==> src/rtl/vending_machine_param.sv <==
// vending_machine_param
//   Parametrised coin-operated vending machine with NUM_ITEMS slots, each with
//   its own price and stock. Idle display modes (price / qty / revenue / update)
//   are chosen by {admin,info}. Coins move the machine into BUY. A buy then
//   dispenses through VEND, and any remaining credit is returned through CHANGE.
//
//   All coin, buy and cancel inputs act only on a registered 0->1 transition.
//   All outputs are registered. output_money shows the value of the state being
//   entered, so it lines up with output_state.
//
// Ports
//   clk, rst                 clock, synchronous active-high reset
//   item                     selected item index
//   nickel/dime/quarter      coin inputs (5/10/25 cents)
//   buy                      purchase request; table write strobe in UPDATE
//   cancel                   refund request
//   admin, info              idle mode select
//   upd_price, upd_qty       table write data used in UPDATE
//   output_state             current state code (also the FSM debug view)
//   output_money             displayed value
//   vend_valid/vend_item     one-cycle dispense pulse and dispensed item
//   change_valid/amount      one-cycle refund pulse and refunded amount
//   coin_reject              one-cycle pulse when a coin would exceed MAX_CREDIT
//   error                    one-cycle pulse on sold-out or insufficient credit
//
// Handshake: vend_valid and change_valid are single-cycle strobes. There is no
// ready input. vend_item and change_amount are meaningful only while their
// strobe is high.
module vending_machine_param #(
  parameter int NUM_ITEMS     = 4,
  parameter int ITEM_W        = 2,
  parameter int MONEY_W       = 7,
  parameter int QTY_W         = 4,
  parameter int REV_W         = 12,
  parameter int MAX_CREDIT    = 100,
  parameter int PRICE_DEFAULT = 35,
  parameter int QTY_DEFAULT   = 2
) (
  input  logic               clk,
  input  logic               rst,
  input  logic [ITEM_W-1:0]  item,
  input  logic               nickel,
  input  logic               dime,
  input  logic               quarter,
  input  logic               buy,
  input  logic               cancel,
  input  logic               admin,
  input  logic               info,
  input  logic [MONEY_W-1:0] upd_price,
  input  logic [QTY_W-1:0]   upd_qty,
  output logic [2:0]         output_state,
  output logic [MONEY_W-1:0] output_money,
  output logic               vend_valid,
  output logic [ITEM_W-1:0]  vend_item,
  output logic               change_valid,
  output logic [MONEY_W-1:0] change_amount,
  output logic               coin_reject,
  output logic               error
);

  typedef enum logic [2:0] {
    S_PRICE   = 3'b000,
    S_QTY     = 3'b001,
    S_REVENUE = 3'b010,
    S_UPDATE  = 3'b011,
    S_BUY     = 3'b100,
    S_VEND    = 3'b101,
    S_CHANGE  = 3'b110
  } state_t;

  state_t              state, state_d, mode_state;
  logic [MONEY_W-1:0]  credit, credit_d;
  logic [REV_W-1:0]    revenue, revenue_d;
  logic [MONEY_W-1:0]  price [NUM_ITEMS];
  logic [QTY_W-1:0]    qty   [NUM_ITEMS];

  logic nickel_q, dime_q, quarter_q, buy_q, cancel_q;
  logic nickel_edge, dime_edge, quarter_edge, buy_edge, cancel_edge, coin_edge;

  logic [MONEY_W-1:0]  coin_val;
  logic [MONEY_W:0]    credit_sum;
  logic                coin_fits;
  logic [MONEY_W-1:0]  cur_price, vend_price, money_d, change_amount_d;
  logic [QTY_W-1:0]    cur_qty;
  logic [REV_W:0]      rev_sum;
  logic [ITEM_W-1:0]   vend_item_d;
  logic                reject_d, error_d, tbl_we, qty_dec;

  assign output_state = state;

  assign nickel_edge  = nickel  & ~nickel_q;
  assign dime_edge    = dime    & ~dime_q;
  assign quarter_edge = quarter & ~quarter_q;
  assign buy_edge     = buy     & ~buy_q;
  assign cancel_edge  = cancel  & ~cancel_q;
  assign coin_edge    = nickel_edge | dime_edge | quarter_edge;

  // Only the most valuable simultaneous coin edge is evaluated.
  always_comb begin
    coin_val = '0;
    if (quarter_edge)     coin_val = MONEY_W'(25);
    else if (dime_edge)   coin_val = MONEY_W'(10);
    else if (nickel_edge) coin_val = MONEY_W'(5);
  end

  assign credit_sum = {1'b0, credit} + {1'b0, coin_val};
  assign coin_fits  = (credit_sum <= (MONEY_W+1)'(MAX_CREDIT));
  assign cur_price  = price[item];
  assign cur_qty    = qty[item];
  assign vend_price = price[vend_item];
  assign rev_sum    = {1'b0, revenue} + (REV_W+1)'(vend_price);

  always_comb begin
    case ({admin, info})
      2'b00:   mode_state = S_PRICE;
      2'b01:   mode_state = S_QTY;
      2'b10:   mode_state = S_REVENUE;
      default: mode_state = S_UPDATE;
    endcase
  end

  always_comb begin
    state_d         = state;
    credit_d        = credit;
    revenue_d       = revenue;
    vend_item_d     = vend_item;
    change_amount_d = change_amount;
    reject_d        = 1'b0;
    error_d         = 1'b0;
    tbl_we          = 1'b0;
    qty_dec         = 1'b0;
    case (state)
      S_PRICE, S_QTY: begin
        state_d = mode_state;
        if (coin_edge) begin
          if (coin_fits) begin
            credit_d = credit_sum[MONEY_W-1:0];
            state_d  = S_BUY;
          end else begin
            reject_d = 1'b1;
          end
        end
      end
      S_REVENUE: state_d = mode_state;
      S_UPDATE: begin
        state_d = mode_state;
        tbl_we  = buy_edge;
      end
      S_BUY: begin
        // cancel > buy > coin; lower-priority edges this cycle are dropped.
        if (cancel_edge) begin
          change_amount_d = credit;
          state_d         = S_CHANGE;
        end else if (buy_edge) begin
          if (cur_qty == '0 || credit < cur_price) begin
            error_d = 1'b1;
          end else begin
            vend_item_d = item;
            state_d     = S_VEND;
          end
        end else if (coin_edge) begin
          if (coin_fits) credit_d = credit_sum[MONEY_W-1:0];
          else           reject_d = 1'b1;
        end
      end
      S_VEND: begin
        qty_dec   = 1'b1;
        revenue_d = rev_sum[REV_W] ? '1 : rev_sum[REV_W-1:0];
        // The buy check guarantees credit >= price, so this cannot underflow.
        credit_d  = credit - vend_price;
        if (credit_d != '0) begin
          change_amount_d = credit_d;
          state_d         = S_CHANGE;
        end else begin
          state_d = S_PRICE;
        end
      end
      S_CHANGE: begin
        credit_d = '0;
        state_d  = S_PRICE;
      end
      default: state_d = S_PRICE;
    endcase
  end

  // Display value for the state being entered.
  always_comb begin
    case (state_d)
      S_PRICE, S_UPDATE: money_d = cur_price;
      S_QTY:             money_d = MONEY_W'(cur_qty);
      S_REVENUE:         money_d = revenue_d[MONEY_W-1:0];
      default:           money_d = credit_d;
    endcase
  end

  always_ff @(posedge clk) begin
    if (rst) begin
      state         <= S_PRICE;
      credit        <= '0;
      revenue       <= '0;
      nickel_q      <= 1'b0;
      dime_q        <= 1'b0;
      quarter_q     <= 1'b0;
      buy_q         <= 1'b0;
      cancel_q      <= 1'b0;
      output_money  <= MONEY_W'(PRICE_DEFAULT);
      vend_valid    <= 1'b0;
      vend_item     <= '0;
      change_valid  <= 1'b0;
      change_amount <= '0;
      coin_reject   <= 1'b0;
      error         <= 1'b0;
      for (int i = 0; i < NUM_ITEMS; i++) begin
        price[i] <= MONEY_W'(PRICE_DEFAULT);
        qty[i]   <= QTY_W'(QTY_DEFAULT);
      end
    end else begin
      state         <= state_d;
      credit        <= credit_d;
      revenue       <= revenue_d;
      nickel_q      <= nickel;
      dime_q        <= dime;
      quarter_q     <= quarter;
      buy_q         <= buy;
      cancel_q      <= cancel;
      output_money  <= money_d;
      vend_valid    <= (state_d == S_VEND);
      vend_item     <= vend_item_d;
      change_valid  <= (state_d == S_CHANGE);
      change_amount <= change_amount_d;
      coin_reject   <= reject_d;
      error         <= error_d;
      if (tbl_we) begin
        price[item] <= upd_price;
        qty[item]   <= upd_qty;
      end
      if (qty_dec && qty[vend_item] != '0)
        qty[vend_item] <= qty[vend_item] - QTY_W'(1);
    end
  end

endmodule

==> config.mk <==
export PLATFORM = sky130hd
export DESIGN_NAME = vending_machine_param
export DESIGN_NICKNAME = d
export VERILOG_FILES = /design/src/rtl/vending_machine_param.sv
export SDC_FILE = /design/constraint.sdc
export NUM_CORES = 1
export LEC_CHECK = 0
export ABC_AREA = 1
export CAP_MARGIN = 5
export CORE_MARGIN = 2
export CORE_UTILIZATION = 35
export DETAILED_ROUTE_END_ITERATION = 7
export SYNTH_ARGS = -nofsm -noshare
export SYNTH_HDL_FRONTEND = slang
export SYNTH_SLANG_ARGS = --single-unit
==> constraint.sdc <==
create_clock -name clk -period 4.1 [get_ports clk]
set_input_delay 0.82 -clock clk [delete_from_list [all_inputs] [get_ports clk]]
set_output_delay 0.82 -clock clk [all_outputs]
set_load 0.1 [all_outputs]
# == Word level (Yosys, flattened, before mapping) ==
# Memory sizes are Yosys's and may differ from the RTL's. A register that Yosys moved wholly into a read port is not among the register bits.
# Cells that the tools add are included.
# classes
add_sub_neg,4
multipliers,0
div_mod_pow,0
n_lt_le_gt_ge,2
eq_ne,15
n_shift,0
mux,51
n_bitwise,16
n_reduce_logical,18
# op_table
operator,count
2-to-1 mux 7 bit,8
one-hot mux 7 bit (4 select lines),1
2-to-1 mux 3 bit,7
one-hot mux 7 bit (3 select lines),1
2-to-1 mux 1 bit,18
equality test 3 bit (second input constant),5
2-to-1 mux 2 bit,7
one-hot mux 7 bit (2 select lines),1
adder 12 x 7 -> 13 bit,1
equality test 3 x 2 -> 1 bit (second input constant),4
2-to-1 mux 12 bit,1
2-to-1 mux 4 bit,3
one-hot mux 3 bit (4 select lines),1
OR reduction 4 bit,3
inverter 1 bit,9
adder 7 x 7 -> 8 bit,1
less-or-equal comparator 8 x 7 -> 1 bit (second input constant),1
< comparator 7 bit,1
nonzero test 7 bit,1
OR reduction 7 bit,1
subtractor 7 bit,1
equality test 3 x 1 -> 1 bit (second input constant),2
logical NOT 3 bit,2
one-hot mux 2 bit (3 select lines),1
other kinds (17),25
# word_totals
reg_bits,47
latchBits,0
ram_bits,44
romBits,0
input_bits,22
output_inout_bits,23
wordCells,124
n_memories,2
# mem_list
memory,words,word_bits,read_ports,rd_ports_with_merged_regs,write_ports,line,rtl
price,4,7,2,1,4,74,logic [MONEY_W-1:0] price [NUM_ITEMS];
qty,4,4,2,1,4,75,logic [QTY_W-1:0] qty [NUM_ITEMS];

# == Depth between registers and ports, before layout ==
# Gate-level depths: netlist of the first run.
# logic_depth
ltp_word,13
ltp_mapped,25
ltp_nobuf,25

# == Worst setup path before layout of the first run ==
# No wires, ideal clock.
# synth_timing
kind,input port to flip-flop
from,input quarter
to,register output_money[2]
arrival_ns,3.002
slack_ns,0.989
path_stages,23
path_buffers,0
path_cell_list,inv_1 nor2_1 inv_1 nand2_1 ha_1 inv_1 fa_1 inv_1 nand2_1 nand2_1 nand3_2 nand2_1 nand2_1 nand2_2 nand3_4 nand3_4 inv_2 a21oi_4 inv_4 a21oi_1 nand3_1 nand2_1 inv_1
# synth_via
elab_chain_len,10
word_cells_on_any_way,19
cone_classes,add/sub: 1; order compare: 1; eq/ne: 3; mux: 10; bitwise: 2; reduce/logical: 2
# synth_rtl
item,line,rtl
from (decl),44,"input logic quarter,"
bitwise AND 1 bit *,93,assign quarter_edge = quarter & ~quarter_q;
2-to-1 mux 5 bit,101,if (quarter_edge) coin_val = MONEY_W'(25);
adder 7 x 7 -> 8 bit,106,"assign credit_sum = {1'b0, credit} + {1'b0, coin_val};"
less-or-equal comparator 8 x 7 -> 1 bit,107,assign coin_fits = (credit_sum <= (MONEY_W+1)'(MAX_CREDIT));
2-to-1 mux 3 bit or 2-to-1 mux 7 bit (tied branches),"136, 162",
2-to-1 mux 3 bit or 2-to-1 mux 7 bit (tied branches),"135, 161",
one-hot mux 3 bit (4 select lines) or 2-to-1 mux 7 bit (tied branches),"132, 154",
"equality test 3 x 2 -> 1 bit, or another cell as far along",188,case (state_d)
OR reduction 2 bit or one-hot mux 7 bit (4 select lines) (tied branches),"188, 132",
one-hot mux 7 bit (3 select lines) *,188,
to (signal assigned),206,output_money <= MONEY_W'(PRICE_DEFAULT);
to (signal assigned),226,output_money <= money_d;
to (decl),52,"output logic [MONEY_W-1:0] output_money,"
# Every way passes the cells marked *; elsewhere a longest branch is shown, timed or not.
# A chain may end at the register's enable or synchronous reset.

# == Worst setup path after layout of the first run ==
# Same ends and word-level chain as after synthesis.

==> metrics.txt, run 1 <==
# TYPE chip_impl_metric gauge
chip_impl_metric{name="grt_first_pass_wirelength",unit="mm"} 26.98
chip_impl_metric{name="synth_edf_count",unit=""} 44
chip_impl_metric{name="hold_path_cells",unit=""} 2
chip_impl_metric{name="clk-insertion-delay-late",unit="ns"} 0.36
chip_impl_metric{name="power_report.internal_total",unit="mW"} 2.253
chip_impl_info{name="hold_end",value="revenue[10]"} 1
chip_impl_metric{name="largest_vdd_supply_drop",unit="V"} 0.0003437
chip_impl_metric{name="slew_headroom",unit="%"} 34.79
chip_impl_metric{name="start_util",unit="%"} 35.97
chip_impl_metric{name="cts-resized-gates",unit=""} 0
chip_impl_metric{name="worst_setup_hold_path_clk_slew",unit="ns"} 0.07
chip_impl_info{name="crit_family",value="simple AND/OR/NAND/NOR gates"} 1
chip_impl_info{name="setup_repair_after_global_routing_missed_its_margin",value="false"} 1
chip_impl_metric{name="ant_nets",unit=""} 0
chip_impl_info{name="crit_slowest_cell",value="clkdlybuf4s50_1"} 1
chip_impl_metric{name="clockPowerShare",unit="%"} 24.1
chip_impl_metric{name="cts_num_sinks",unit=""} 93
chip_impl_metric{name="cell_area_reported_after_detailed_placement",unit="sq mm"} 0.006691
chip_impl_metric{name="final.period_utilization",unit="%"} 89.07
chip_impl_metric{name="die_w",unit="um"} 134.8
chip_impl_metric{name="dp.final_hpwl",unit="mm"} 12.67
chip_impl_metric{name="wl_per_cell",unit="um"} 15.00
chip_impl_metric{name="hold_viol_final",unit=""} 0
chip_impl_info{name="hp-start",value="revenue[11]"} 1
chip_impl_metric{name="synthesis.yosys.warnings",unit=""} 0
chip_impl_metric{name="drc_errors",unit=""} 0
chip_impl_metric{name="p_leak",unit="nW"} 3.222
chip_impl_metric{name="drv_slew",unit=""} 0
chip_impl_metric{name="yosysTopAreaCellShare",unit="%"} 22.07
chip_impl_metric{name="first_iter_violations",unit=""} 470
chip_impl_info{name="cp-end-kind",value="register"} 1
chip_impl_metric{name="p_seq_share",unit="%"} 30.1
chip_impl_metric{name="gp_congestion",unit=""} 0.9700
chip_impl_info{name="yosys.cell_count.top_type",value="nand2_1"} 1
chip_impl_metric{name="port_buffers",unit=""} 44
chip_impl_metric{name="number_of_antenna_violations_at_the_first_check_in_global_routing",unit=""} 0
chip_impl_metric{name="final_core_util",unit="%"} 42.30
chip_impl_metric{name="post_cts.repair.setup_buffers",unit=""} 0
chip_impl_metric{name="period_needed",unit="ns"} 3.652
chip_impl_info{name="synth.top_cells.by_area",value="edfxtp_1 22%, dfxtp_1 16%, nand2_1 12%"} 1
chip_impl_metric{name="flops_latches_synth",unit=""} 93
chip_impl_metric{name="synth.avg_cell_area",unit="sq um"} 7.239
chip_impl_metric{name="gr-usage-all-layers",unit="%"} 19.09
chip_impl_metric{name="worstPathRequired",unit="ns"} 4.35
chip_impl_metric{name="ys_seq_area_share",unit="%"} 38.45
chip_impl_info{name="status",value="finished, final reports clean"} 1
chip_impl_info{name="rr_endpoint",value="output_money[2]"} 1
chip_impl_metric{name="max_cap_viol_count",unit=""} 0
chip_impl_info{name="post_synth_most_frequent_cells",value="187 x nand2_1, 140 x inv_1, 105 x nor2_1"} 1
chip_impl_metric{name="report.final.setup_viol",unit=""} 0
chip_impl_metric{name="full_die_area",unit="sq mm"} 0.01817
chip_impl_metric{name="timing.setup.tns",unit="ns"} 0
chip_impl_metric{name="dr_total_vias",unit=""} 5521
chip_impl_info{name="hp-class",value="register to register"} 1
chip_impl_metric{name="site_rows",unit=""} 47
chip_impl_metric{name="postCtsHoldBufs",unit=""} 0
chip_impl_metric{name="power.switching_fraction",unit="%"} 45.16
chip_impl_metric{name="antennaDiodeCount",unit=""} 0
chip_impl_metric{name="area_inside_the_core_boundary",unit="sq mm"} 0.01664
chip_impl_metric{name="yosysUniqueCellTypes",unit=""} 51
chip_impl_info{name="synth_top_area_cell",value="edfxtp_1"} 1
chip_impl_metric{name="syn-instance-count",unit=""} 827
chip_impl_metric{name="wp_buf_inv",unit=""} 6
chip_impl_info{name="critical_path.cell_chain",value="clkdlybuf4s50_1 -> inv_1 -> nor2_1 -> inv_1 -> nand2_1 -> ha_1 -> inv_1 -> fa_1 -> inv_1 -> nand2_1 -> nand2_1 -> nand3_1 -> nand2_1 -> nand3_2 -> nand3_4 -> nand4_2 -> a21oi_2 -> nand2_2 -> nand4_1 -> nand3_1 -> nand2_1 -> inv_1"} 1
chip_impl_metric{name="gr-total-overflow",unit=""} 0
chip_impl_metric{name="synth-async-reset-ratio",unit="%"} 0
chip_impl_metric{name="grt_start_max_net_pins",unit=""} 35
chip_impl_metric{name="syn_to_final_growth",unit="%"} 17.58
chip_impl_metric{name="cts_buffer_depth",unit=""} 2
chip_impl_metric{name="die_h",unit="um"} 134.8
chip_impl_metric{name="post_route_cells_drive_above_1_share",unit="%"} 7.192
chip_impl_metric{name="vias_in_the_first_global_route",unit=""} 5306
chip_impl_metric{name="io-pin-count",unit=""} 45
chip_impl_info{name="worst_setup_path_start_kind",value="input port"} 1
chip_impl_metric{name="cts-buffers-inserted",unit=""} 9
chip_impl_metric{name="final_area",unit="sq mm"} 0.007039
chip_impl_metric{name="cp_slowest_stage_delay",unit="ns"} 0.45
chip_impl_metric{name="critical_path_arrival",unit="ns"} 3.90
chip_impl_metric{name="wl",unit="mm"} 16.44
chip_impl_metric{name="finClkSkew",unit="ns"} 0.008986
chip_impl_metric{name="timing.reg2reg.worst_path_depth",unit=""} 17
chip_impl_metric{name="share_comb_of_total_power",unit="%"} 45.9
chip_impl_metric{name="critical_path.max_fanout",unit=""} 7
chip_impl_metric{name="synth.net_count",unit=""} 877
chip_impl_metric{name="timing_worst_slew_pin_value",unit="ns"} 0.9751
chip_impl_metric{name="powerDensity",unit="mW/mm^2"} 583.5
chip_impl_info{name="clock_tree_from_tritoncts",value="yes"} 1
chip_impl_metric{name="detailedRoute.firstPassIterationCount",unit=""} 5
chip_impl_metric{name="power.switching",unit="mW"} 1.855
chip_impl_info{name="clk_root_buffer_cell",value="clkbuf_16"} 1
chip_impl_metric{name="nNetsFinal",unit=""} 921
chip_impl_metric{name="post_synth_instance_area",unit="sq mm"} 0.005987
chip_impl_metric{name="cts.htree.levels",unit=""} 3
chip_impl_info{name="ys.flop_type",value="dfxtp_1"} 1
chip_impl_info{name="timing.setup.critical_path_class",value="input port to register"} 1
chip_impl_metric{name="highest_clock_frequency_the_design_can_meet",unit="GHz"} 0.2738
chip_impl_metric{name="via_per_inst",unit=""} 5.037
chip_impl_metric{name="worst-r2r-setup-slack",unit="ns"} 0.64
power groups by stage:
| stage | clock [mW] | combinational, mW | sequential, mW |
|---|---|---|---|
| 2_1_floorplan | 0 | 1.03 | 1.61 |
| 3_3_place_gp | 0 | 1.87 | 1.25 |
| 3_5_place_dp | 0 | 1.87 | 1.25 |
| 4_1_cts | 1.01 | 1.87 | 1.23 |
| 5_1_grt | 1.04 | 2.07 | 1.25 |
| 6_report | 0.989 | 1.88 | 1.24 |
cell type report:
cell class              count  area, sq um
repair buffers             54        528.0
flip-flops and latches     93         2302
multi-input cells         566         3032
fillers                  1768         9603
clock buffers              10        229.0
well taps                 220        275.3
clock inverters             6        118.9
inverters                 147        554.3
cells in the final DEF, fill, tap and decap left out, drive strengths merged, types with 4 or more instances in the layout:
master	instances
xnor2	7
nor2	110
or2	8
a31oi	10
nor3	4
xor2	4
a32oi	11
ha	25
edfxtp	44
clkbuf	10
o21ai	40
o22ai	4
dfxtp	49
inv	149
a21oi	52
o211ai	4
nand3	58
buf	10
clkdlybuf4s50	44
nand4	18
nand2	191
how the worst max path moves through the flow:
| stage | startpoint | end | slack [ns] | cells past startpoint |
|---|---|---|---|---|
| after floorplan | quarter | output_money[2] | 0.99 | 23 |
| after global placement | quarter | output_money[2] | 0.22 | 22 |
| after detailed placement | quarter | output_money[2] | 0.09 | 22 |
| after CTS | quarter | output_money[2] | 0.44 | 22 |
| after global routing | quarter | output_money[2] | 0.09 | 22 |
| final | quarter | output_money[2] | 0.45 | 22 |
registers in the layout (all words and copies together), names as in the netlist, named ones only:
signal         count
buy_q              1
cancel_q           1
change_amount      7
change_valid       1
coin_reject        1
credit             7
dime_q             1
error              1
nickel_q           1
output_money       7
output_state       3
price             28
qty               16
quarter_q          1
revenue           12
vend_item          2
vend_valid         1
through the flow:
step / hold WS, ns / power [mW] / worst slack, ns / std cells
global placement: 0.4659 / 3.123 / 0.2216 / 1080
CTS: 0.4817 / 4.119 / 0.4441 / 1096
global route: 0.5086 / 4.363 / 0.08753 / 1096
floorplan: 0.4491 / 2.643 / 0.9894 / 827
detailed placement: 0.4718 / 3.121 / 0.09317 / 1080
finish: 0.4809 / 4.107 / 0.4483 / 1096
layer usage:
metal	vias to the layer above	GRT usage [%]	wire length, um
met5	-	0	0
met1	2543	24.75	7502
met2	158	31.75	7680
met3	28	3.679	860
li1	2792	-	-
met4	0	6.784	399
cells by family (layout without fill, tap and decap cells):
group           after synthesis  count (layout)  synth area share [%]
xor+xnor                     11              11                 1.609
compound gates              132             132                 13.31
buf+inv                     168             217                 10.91
simple gates                395             395                 29.49
flops                        93              93                 38.45
fa+ha+maj                    28              28                 6.228
tightest hold or removal path, stage by stage (launching register included):
cell	delay, ns
dfxtp_1	0.32
inv_1	0.05
a31oi_1	0.07
(Power assumes the default switching activity.)
==> inputs of run 2 (changes only) <==
--- a/config.mk
+++ b/config.mk
@@ -8,7 +8,7 @@
 export ABC_AREA = 1
 export CAP_MARGIN = 5
 export CORE_MARGIN = 2
-export CORE_UTILIZATION = 35
+export CORE_UTILIZATION = 45
 export DETAILED_ROUTE_END_ITERATION = 7
 export SYNTH_ARGS = -nofsm -noshare
 export SYNTH_HDL_FRONTEND = slang
==> run 2 against run 1 <==
Effect of this change: sequential power is essentially flat; first-iteration DRC count shrank 37%; maximum frequency grew 1.9%; clock power shrank 20%; hold slack gained 0.012 ns; combinational power is essentially flat; non-clock buffer count grew 2; critical path depth grew 1; largest cell class unchanged.
==> metrics.txt, run 2 (same netlist as run 1, synthesis figures left out) <==
# TYPE chip_impl_metric gauge
chip_impl_metric{name="post_cts.repair.setup_buffers",unit=""} 0
chip_impl_metric{name="cell_area_reported_after_detailed_placement",unit="sq mm"} 0.006639
chip_impl_metric{name="die_h",unit="um"} 119.3
chip_impl_metric{name="finClkSkew",unit="ns"} 0.007138
chip_impl_metric{name="post_route_cells_drive_above_1_share",unit="%"} 7.289
chip_impl_metric{name="p_leak",unit="nW"} 3.190
chip_impl_metric{name="largest_register_ffs",unit=""} 28
chip_impl_metric{name="gr-usage-all-layers",unit="%"} 23.86
chip_impl_metric{name="worst-r2r-setup-slack",unit="ns"} 0.63
chip_impl_metric{name="nNetsFinal",unit=""} 923
chip_impl_metric{name="syn_to_final_growth",unit="%"} 15.51
chip_impl_info{name="worst_setup_path_start_kind",value="input port"} 1
chip_impl_metric{name="area_inside_the_core_boundary",unit="sq mm"} 0.01314
chip_impl_info{name="clk_root_buffer_cell",value="clkbuf_16"} 1
chip_impl_metric{name="dr_total_vias",unit=""} 5490
chip_impl_metric{name="cp_slowest_stage_delay",unit="ns"} 0.46
chip_impl_metric{name="first_iter_violations",unit=""} 297
chip_impl_metric{name="timing.setup.tns",unit="ns"} 0
chip_impl_metric{name="drc_errors",unit=""} 0
chip_impl_metric{name="report.final.setup_viol",unit=""} 0
chip_impl_metric{name="timing_worst_slew_pin_value",unit="ns"} 0.9945
chip_impl_metric{name="post_route_hold_slack",unit="ns"} 0.4933
chip_impl_metric{name="highest_clock_frequency_the_design_can_meet",unit="GHz"} 0.2792
chip_impl_metric{name="powerDensity",unit="mW/mm^2"} 566.3
chip_impl_info{name="hp-class",value="register to register"} 1
chip_impl_metric{name="final.period_utilization",unit="%"} 87.37
chip_impl_metric{name="via_per_inst",unit=""} 5.209
chip_impl_metric{name="wl",unit="mm"} 16.40
chip_impl_metric{name="hold_viol_final",unit=""} 0
chip_impl_metric{name="antennaDiodeCount",unit=""} 0
chip_impl_metric{name="gr-total-overflow",unit=""} 0
chip_impl_metric{name="routed-wl-met2",unit="mm"} 7.605
chip_impl_info{name="layout.cells.most_common",value="nand2_1"} 1
chip_impl_metric{name="grt_first_pass_wirelength",unit="mm"} 26.34
chip_impl_metric{name="start_util",unit="%"} 45.57
chip_impl_info{name="setup_repair_after_global_routing_missed_its_margin",value="false"} 1
chip_impl_metric{name="n_fill_cell",unit=""} 1322
chip_impl_metric{name="cts_num_sinks",unit=""} 93
chip_impl_metric{name="gp_congestion",unit=""} 0.8849
chip_impl_info{name="top_register",value="price"} 1
chip_impl_metric{name="final_core_util",unit="%"} 52.64
chip_impl_metric{name="max_cap_viol_count",unit=""} 0
chip_impl_metric{name="grt_start_max_net_pins",unit=""} 33
chip_impl_metric{name="site_rows",unit=""} 42
chip_impl_metric{name="dp.final_hpwl",unit="mm"} 12.72
chip_impl_metric{name="cts-buffers-inserted",unit=""} 9
chip_impl_metric{name="clk-insertion-delay-late",unit="ns"} 0.35
chip_impl_metric{name="largest_vdd_supply_drop",unit="V"} 0.0002682
chip_impl_metric{name="drv_slew",unit=""} 0
chip_impl_metric{name="cts-resized-gates",unit=""} 0
chip_impl_info{name="status",value="finished, final reports clean"} 1
chip_impl_info{name="crit_slowest_cell",value="clkdlybuf4s50_1"} 1
chip_impl_metric{name="die_w",unit="um"} 119.3
chip_impl_metric{name="fin_total_pwr",unit="mW"} 3.916
chip_impl_metric{name="worst_setup_hold_path_clk_slew",unit="ns"} 0.07
chip_impl_info{name="critical_path.cell_chain",value="clkdlybuf4s50_1 -> inv_1 -> nor2_1 -> inv_1 -> nand2_1 -> ha_1 -> inv_1 -> fa_1 -> inv_1 -> nand2_1 -> nand2_1 -> nand3_1 -> nand2_1 -> nand3_2 -> nand3_4 -> nand3_4 -> inv_2 -> a21oi_4 -> buf_4 -> nand3_1 -> nand2_1 -> inv_1 -> nand4_1"} 1
chip_impl_info{name="largestRegisters",value="price x28, qty x16, revenue x12"} 1
chip_impl_metric{name="io-pin-count",unit=""} 45
chip_impl_metric{name="number_of_antenna_violations_at_the_first_check_in_global_routing",unit=""} 0
chip_impl_metric{name="detailedRoute.firstPassIterationCount",unit=""} 5
chip_impl_metric{name="wl_per_cell",unit="um"} 15.56
chip_impl_metric{name="vias_in_the_first_global_route",unit=""} 5232
chip_impl_metric{name="ant_nets",unit=""} 0
chip_impl_metric{name="drt_met1_wl",unit="mm"} 7.185
chip_impl_metric{name="critical_path_arrival",unit="ns"} 3.79
chip_impl_info{name="clock_tree_from_tritoncts",value="yes"} 1
chip_impl_metric{name="full_die_area",unit="sq mm"} 0.01424
chip_impl_metric{name="detailroute.wirelength.met3",unit="um"} 779
chip_impl_metric{name="slew_headroom",unit="%"} 33.49
chip_impl_metric{name="critical_path.max_fanout",unit=""} 9
chip_impl_info{name="maxUsedRoutingLayer",value="met4"} 1
chip_impl_metric{name="cts_buffer_depth",unit=""} 2
chip_impl_metric{name="period_needed",unit="ns"} 3.582
chip_impl_metric{name="port_buffers",unit=""} 44
chip_impl_info{name="commonest_cells_after_routing_fill_and_taps_aside",value="187 x nand2_1, 140 x inv_1, 105 x nor2_1"} 1
chip_impl_metric{name="final_area",unit="sq mm"} 0.006915
chip_impl_info{name="cp-end-kind",value="register"} 1
chip_impl_info{name="timing.setup.critical_path_class",value="input port to register"} 1
chip_impl_metric{name="worstPathRequired",unit="ns"} 4.31
chip_impl_metric{name="postCtsHoldBufs",unit=""} 0
chip_impl_metric{name="cts.htree.levels",unit=""} 3
## run 2: changes by cell type in the layout (fill, tap and decap cells not counted), sizes merged
cell      before  now
bufinv         3    0
clkinv         1    4
buf           10   12
inv          149  147
clkbuf        10   11
clkinvlp       0    1
## run 2: area by class of cell
cell class	count	area [sq um]	share of cell area, %
Multi-Input combinational cell	566	3032	43.84
Tap cell	176	220.2	3.184
Clock inverter	5	33.78	0.4885
Clock buffer	11	242.7	3.510
Sequential cell	93	2302	33.29
Inverter	147	554.3	8.015
Timing Repair Buffer	56	530.5	7.671
## run 2: path summary, 6_finish.rpt
path | cells past startpoint | end | from
hold / removal | 2 | revenue[10] | revenue[11]
setup / recovery | 23 | output_money[0] | quarter
hold reg to reg | 2 | revenue[10] | revenue[11]
setup reg to reg | 18 | output_money[0] | register
## run 2: metrics by stage
step	cells	setup WS, ns
floorplan	827	0.9894
global placement	1038	0.2427
detailed placement	1038	0.1419
CTS	1054	0.5101
global route	1054	0.1807
finish	1054	0.5178
## run 2: routing by layer
layer	GRT usage (%)	vias up
li1	-	2783
met1	30.01	2489
met2	39.44	172
met3	3.017	46
met4	13.90	0
met5	0	-
## run 2: power breakdown
part	switching (mW)	leakage, nW	total [mW]	internal [mW]
logic	1.34	2.26	1.90	0.561
registers	0.138	0.799	1.22	1.09
clock network	0.365	0.134	0.793	0.428
total	1.84	3.19	3.92	2.08
## run 2: worst max-delay path, delay by kind of cell
family	cells	cell delay [ns]
adder cells (fa/ha/maj)	2	0.54
AO/OA/AOI/OAI	1	0.11
buffers and inverters	8	1.12
AND/OR/NAND/NOR	12	1.19
